File: config.mk
export PLATFORM = sky130hd
export DESIGN_NAME = axi_lite_a32_d32_req_arbiter
export DESIGN_NICKNAME = d
export VERILOG_FILES = /design/src/rtl/axi_lite_a32_d32_req_arbiter.sv
export SDC_FILE = /design/constraint.sdc
export NUM_CORES = 1
export LEC_CHECK = 0
export ABC_AREA = 1
export BUFFER_PORTS_ARGS = -buffer_cell sky130_fd_sc_hd__buf_2
export CAP_MARGIN = 10
export CELL_PAD_IN_SITES_DETAIL_PLACEMENT = 0
export CELL_PAD_IN_SITES_GLOBAL_PLACEMENT = 1
export CORE_AREA = 5 5 169 171
export DETAILED_ROUTE_END_ITERATION = 12
export DIE_AREA = 0 0 174 176
export PLACE_DENSITY_LB_ADDON = 0.1
export SYNTH_ARGS = -nofsm -noshare
export SYNTH_HDL_FRONTEND = slang
export SYNTH_SLANG_ARGS = --single-unit
File: constraint.sdc
create_clock -name clk_wr -period 1.5 [get_ports clk_wr]
set_input_delay 0.375 -clock clk_wr [delete_from_list [all_inputs] [get_ports clk_wr]]
set_output_delay 0.375 -clock clk_wr [all_outputs]
set_load 0.01 [all_outputs]
File: src/rtl/axi_lite_a32_d32_req_arbiter.sv
// Shares one AXI-Lite (A32/D32) master port among NUM_REQ requesters.
// Reads and writes are arbitrated independently, round-robin, with one outstanding transaction each.
module axi_lite_a32_d32_req_arbiter #(
    parameter  int NUM_REQ = 2,
    localparam int GW      = $clog2(NUM_REQ)
) (
    input  logic                 clk_wr,
    input  logic                 rst_wr_n,
    input  logic [NUM_REQ*32-1:0] s_araddr,
    input  logic [NUM_REQ-1:0]    s_arvalid,
    output logic [NUM_REQ-1:0]    s_arready,
    input  logic [NUM_REQ*32-1:0] s_awaddr,
    input  logic [NUM_REQ-1:0]    s_awvalid,
    output logic [NUM_REQ-1:0]    s_awready,
    input  logic [NUM_REQ*32-1:0] s_wdata,
    input  logic [NUM_REQ*4-1:0]  s_wstrb,
    input  logic [NUM_REQ-1:0]    s_wvalid,
    output logic [NUM_REQ-1:0]    s_wready,
    output logic [NUM_REQ*32-1:0] s_rdata,
    output logic [NUM_REQ*2-1:0]  s_rresp,
    output logic [NUM_REQ-1:0]    s_rvalid,
    input  logic [NUM_REQ-1:0]    s_rready,
    output logic [NUM_REQ*2-1:0]  s_bresp,
    output logic [NUM_REQ-1:0]    s_bvalid,
    input  logic [NUM_REQ-1:0]    s_bready,
    output logic [31:0]           m_araddr,
    output logic                  m_arvalid,
    input  logic                  m_arready,
    output logic [31:0]           m_awaddr,
    output logic                  m_awvalid,
    input  logic                  m_awready,
    output logic [31:0]           m_wdata,
    output logic [3:0]            m_wstrb,
    output logic                  m_wvalid,
    input  logic                  m_wready,
    input  logic [31:0]           m_rdata,
    input  logic [1:0]            m_rresp,
    input  logic                  m_rvalid,
    output logic                  m_rready,
    input  logic [1:0]            m_bresp,
    input  logic                  m_bvalid,
    output logic                  m_bready,
    output logic                  rd_busy,
    output logic                  wr_busy,
    output logic [GW-1:0]         rd_gnt,
    output logic [GW-1:0]         wr_gnt
);

    typedef enum logic [1:0] {R_IDLE, R_ADDR, R_RESP} rd_state_t;
    typedef enum logic [1:0] {W_IDLE, W_ADDR, W_RESP} wr_state_t;

    rd_state_t     rd_state, rd_state_nxt;
    wr_state_t     wr_state, wr_state_nxt;
    logic [GW-1:0] rd_ptr, rd_ptr_nxt, rd_gnt_nxt;
    logic [GW-1:0] wr_ptr, wr_ptr_nxt, wr_gnt_nxt;
    logic          aw_done, aw_done_nxt;
    logic          w_done, w_done_nxt;

    // First set request at or after ptr, wrapping; scanning downward lets the smallest offset win.
    function automatic logic [GW-1:0] rr_pick(input logic [NUM_REQ-1:0] req,
                                              input logic [GW-1:0] ptr);
        logic [GW-1:0] pick;
        int            idx;
        pick = ptr;
        for (int k = NUM_REQ - 1; k >= 0; k--) begin
            idx = int'(ptr) + k;
            if (idx >= NUM_REQ) idx -= NUM_REQ;
            if (req[idx]) pick = GW'(idx);
        end
        return pick;
    endfunction

    function automatic logic [GW-1:0] gnt_inc(input logic [GW-1:0] g);
        return (g == GW'(NUM_REQ - 1)) ? '0 : g + GW'(1);
    endfunction

    // Responses are broadcast; only the granted requester sees valid.
    assign s_rdata = {NUM_REQ{m_rdata}};
    assign s_rresp = {NUM_REQ{m_rresp}};
    assign s_bresp = {NUM_REQ{m_bresp}};

    assign m_araddr = s_araddr[int'(rd_gnt)*32 +: 32];
    assign m_awaddr = s_awaddr[int'(wr_gnt)*32 +: 32];
    assign m_wdata  = s_wdata[int'(wr_gnt)*32 +: 32];
    assign m_wstrb  = s_wstrb[int'(wr_gnt)*4 +: 4];

    assign rd_busy = (rd_state != R_IDLE);
    assign wr_busy = (wr_state != W_IDLE);

    always_comb begin
        // NOTE: every output of this block gets a default first so no path can infer a latch.
        rd_state_nxt = rd_state;
        rd_gnt_nxt   = rd_gnt;
        rd_ptr_nxt   = rd_ptr;
        m_arvalid    = 1'b0;
        s_arready    = '0;
        s_rvalid     = '0;
        m_rready     = 1'b0;
        unique case (rd_state)
            R_IDLE: begin
                if (|s_arvalid) begin
                    rd_gnt_nxt   = rr_pick(s_arvalid, rd_ptr);
                    rd_state_nxt = R_ADDR;
                end
            end
            R_ADDR: begin
                m_arvalid         = s_arvalid[rd_gnt];
                s_arready[rd_gnt] = m_arready;
                if (m_arvalid && m_arready) rd_state_nxt = R_RESP;
            end
            R_RESP: begin
                s_rvalid[rd_gnt] = m_rvalid;
                m_rready         = s_rready[rd_gnt];
                if (m_rvalid && m_rready) begin
                    rd_state_nxt = R_IDLE;
                    rd_ptr_nxt   = gnt_inc(rd_gnt);
                end
            end
            default: rd_state_nxt = R_IDLE;
        endcase
    end

    always_comb begin
        wr_state_nxt = wr_state;
        wr_gnt_nxt   = wr_gnt;
        wr_ptr_nxt   = wr_ptr;
        aw_done_nxt  = aw_done;
        w_done_nxt   = w_done;
        m_awvalid    = 1'b0;
        m_wvalid     = 1'b0;
        s_awready    = '0;
        s_wready     = '0;
        s_bvalid     = '0;
        m_bready     = 1'b0;
        unique case (wr_state)
            W_IDLE: begin
                // Only AW requests a grant; early W data waits at the requester.
                if (|s_awvalid) begin
                    wr_gnt_nxt   = rr_pick(s_awvalid, wr_ptr);
                    wr_state_nxt = W_ADDR;
                end
            end
            W_ADDR: begin
                m_awvalid         = s_awvalid[wr_gnt] & ~aw_done;
                s_awready[wr_gnt] = m_awready & ~aw_done;
                m_wvalid          = s_wvalid[wr_gnt] & ~w_done;
                s_wready[wr_gnt]  = m_wready & ~w_done;
                if ((aw_done || (m_awvalid && m_awready)) && (w_done || (m_wvalid && m_wready))) begin
                    wr_state_nxt = W_RESP;
                    aw_done_nxt  = 1'b0;
                    w_done_nxt   = 1'b0;
                end else begin
                    aw_done_nxt = aw_done | (m_awvalid & m_awready);
                    w_done_nxt  = w_done | (m_wvalid & m_wready);
                end
            end
            W_RESP: begin
                s_bvalid[wr_gnt] = m_bvalid;
                m_bready         = s_bready[wr_gnt];
                if (m_bvalid && m_bready) begin
                    wr_state_nxt = W_IDLE;
                    wr_ptr_nxt   = gnt_inc(wr_gnt);
                end
            end
            default: wr_state_nxt = W_IDLE;
        endcase
    end

    always_ff @(posedge clk_wr or negedge rst_wr_n) begin
        if (!rst_wr_n) begin
            rd_state <= R_IDLE;
            wr_state <= W_IDLE;
            rd_gnt   <= '0;
            wr_gnt   <= '0;
            rd_ptr   <= '0;
            wr_ptr   <= '0;
            aw_done  <= 1'b0;
            w_done   <= 1'b0;
        end else begin
            // NOTE: non-blocking assignments so every register samples pre-edge values.
            rd_state <= rd_state_nxt;
            wr_state <= wr_state_nxt;
            rd_gnt   <= rd_gnt_nxt;
            wr_gnt   <= wr_gnt_nxt;
            rd_ptr   <= rd_ptr_nxt;
            wr_ptr   <= wr_ptr_nxt;
            aw_done  <= aw_done_nxt;
            w_done   <= w_done_nxt;
        end
    end

endmodule
==> results.sh <==
export IMPL_status="finished, violations left"
export IMPL_violations="setup timing"
export IMPL_hold_viol=0
export IMPL_detail_route_antenna_nets=0
export IMPL_path_max_fanout=21
export IMPL_fin_skew_ns=0.00304
export IMPL_path_delay_family="flip-flops"
export IMPL_detail_route_wl_per_cell_um=14.6
export IMPL_holdBufCountCts=0
export IMPL_worstMarginPinSlew_ns=0.275
export IMPL_clock_path_buffers=2
export IMPL_cp_slowest_cell="dfrtp_2"
export IMPL_critPathCaptureType="output pin"
export IMPL_dieArea_um2=30600
export IMPL_core_area_um2=26700
export IMPL_die_w_um=174
export IMPL_crit_arrival_ns=1.33
export IMPL_ys_top_cells_by_area="nand2_1, buf_4, dfrtp_1"
export IMPL_postSynthCellCount=501
export IMPL_setup_slack_ns=-0.208
export IMPL_yosys_warnings=0
export IMPL_routed_wirelength_um=16500
export IMPL_drive_above_1_share=0.632
export IMPL_clkSlewWorstSetupHoldPaths_ns=0.04
export IMPL_ctsHtreeMaxLevel=1
export IMPL_cap_violations=0
export IMPL_rr_startpoint="wr_gnt"
export IMPL_dr_pass1_iters=7
export IMPL_grt_pass1_vias=4203
export IMPL_grt_antenna_before_repair=0
export IMPL_pwr_density_cell_nw_per_um2=1610
export IMPL_synth_seq_cells=10
export IMPL_drc=0
export IMPL_synth_nets=754
export IMPL_syn_cell_area_um2=2440
export IMPL_hold_class="in -> async"
export IMPL_synth_area_per_cell_um2=4.88
export IMPL_rr_worst_depth=8
export IMPL_cts_tree="built"
export IMPL_io_pins=444
export IMPL_timing_final_max_slew_violations=0
export IMPL_ir_worst_vdd_v=0.000462
export IMPL_viasPerCell=3.47
export IMPL_utilization=0.199
export IMPL_final_setup_tns_ns=-15.49
export IMPL_crit_buf_inv=2
export IMPL_relSlewSlack=0.817
export IMPL_num_rows=60
export IMPL_dr_first_iter_drc_count=64
export IMPL_final_common_cell="buf_2"
export IMPL_max_freq_mhz=586
export IMPL_p_leak_nw=3.19
export IMPL_grt_usage=0.0991
export IMPL_synth_area_leader_cell="nand2_1"
export IMPL_rsz0062_at_grt="yes"
export IMPL_setup_violations=116
export IMPL_yosysSeqAreaShare=0.102
export IMPL_required_ns=1.12
export IMPL_r2r_slack_ns=0.15
export IMPL_final_nets=1044
export IMPL_grt_ovfl_total=0
export IMPL_cts_buffers=3
export IMPL_hpwlAfterDp_um=14200
export IMPL_final_cell_mix="buf_2, nand2_1, nand2_2"
export IMPL_synth_top_cell_area_share=0.510
export IMPL_worstSetupStartpointType="flop"
export IMPL_finalWorstPathRequiredPeriod_ns=1.71
export IMPL_cts_root_buf="clkbuf_16"
export IMPL_vias=3929
export IMPL_synth_distinct_cells=21
export IMPL_start_util=0.0914
export IMPL_portBuffers=335
export IMPL_path_cells="buf_4 -> nor3_1 -> buf_2"
export IMPL_clk_latency_ns=0.24
export IMPL_timing_rr_end="wr_state[0]"
export IMPL_n_antenna_cell=0
export IMPL_dieHeight_um=176
export IMPL_clock_sinks=10
export IMPL_gp_congestion=0.715
export IMPL_area_delta_synth_final_pct=118
export IMPL_critPathKind="reg -> out"
export IMPL_grt_max_degree=24
export IMPL_grt_pass1_wl_um=24200
export IMPL_max_stage_delay_ns=0.45
export IMPL_fin_crit_sh=1.14
[synth_stat cells, drive strengths merged]
| cell | count |
|---|---|
| nand2 | 332 |
| buf | 86 |
| inv | 20 |
| dfrtp | 10 |
| nor2 | 10 |
| nor3 | 10 |
| clkbuf | 9 |
| a21oi | 7 |
| o21ai | 6 |
| nand3 | 4 |
| a21o | 1 |
| a31oi | 1 |
| nand4 | 1 |
| o21bai | 1 |
| o22ai | 1 |
| o32ai | 1 |
| or2 | 1 |
[power breakdown]
group | leakage (nW) | internal [mW] | switching, mW | total (mW)
Sequential | 0.122 | 0.409 | 0.137 | 0.546
Combinational | 3.03 | 3.52 | 3.99 | 7.52
Clock | 0.0382 | 0.357 | 0.130 | 0.487
Total | 3.19 | 4.29 | 4.26 | 8.55
[worst max-delay path by stage]
stage	from	endpoint	slack [ns]	depth (start not counted)
finish	wr_gnt	s_bvalid[0]	-0.21	3
global route	wr_gnt	m_wdata[31]	-0.28	6
CTS	wr_gnt	s_bvalid[0]	-0.23	3
detailed placement	wr_gnt	m_bready	-0.02	6
global placement	wr_gnt	s_bvalid[0]	-0.006	3
floorplan	wr_gnt	s_bvalid[1]	0.0002	4
[worst register-to-register path, stage by stage (launching register included)]
cell and delay [ns]:
dfrtp_2 0.45, inv_4 0.11, buf_4 0.14, nand2_1 0.05
nand2_1 0.08, nand3_1 0.10, nand2_1 0.10, nand2_1 0.06
a21o_1 0.15
[metal layers]
metal / vias up / track usage / wire, µm
met5: - / 0 / 0
met4: 0 / 0.0155 / 164
li1: 2015 / - / -
met2: 239 / 0.194 / 8880
met3: 22 / 0.0334 / 1620
met1: 1653 / 0.104 / 5880
[sequential cells by signal, indices dropped and copies added (netlist names)]
name	count
wr_gnt	1
wr_state	2
rd_state	2
wr_ptr	1
aw_done	1
w_done	1
rd_gnt	1
rd_ptr	1
[kinds of logic (layout without fill, tap and decap cells)]
family,after synthesis,count (layout),share of synthesized area
compound gates,18,18,0.0415
buf+inv,115,404,0.297
flops,10,10,0.102
simple gates,358,358,0.559
[repair_timing]
action | in CTS | in global routing
gates cloned | 3 | 1
hold endpoints to repair | 0 | 0
buffers inserted | 9 | 7
pin swaps | 15 | 22
resized for setup | 125 | 111
endpoints found under the setup margin | 115 | 118
[layout make-up]
cell class	instances	area [µm²]
fill	3199	21400
tap	341	427
multi-input combinational	376	1970
timing repair buffer	380	2510
sequential	10	253
inverter	20	85.1
clock buffer	4	78.8
[through the flow]
step	total power [mW]	instance area, µm²	instances	worst slack [ns]	hold slack (ns)
6_report	8.55	5320	1131	-0.208	0.0117
2_1_floorplan	3.49	2440	501	0.000246	0.0794
3_5_place_dp	6.14	4180	1111	-0.0236	0.285
3_3_place_gp	6.25	4180	1111	-0.00637	0.277
4_1_cts	7.99	4850	1127	-0.227	0.0278
5_1_grt	9.39	5320	1131	-0.282	0.0332
Power figures use the tool's default switching activity.
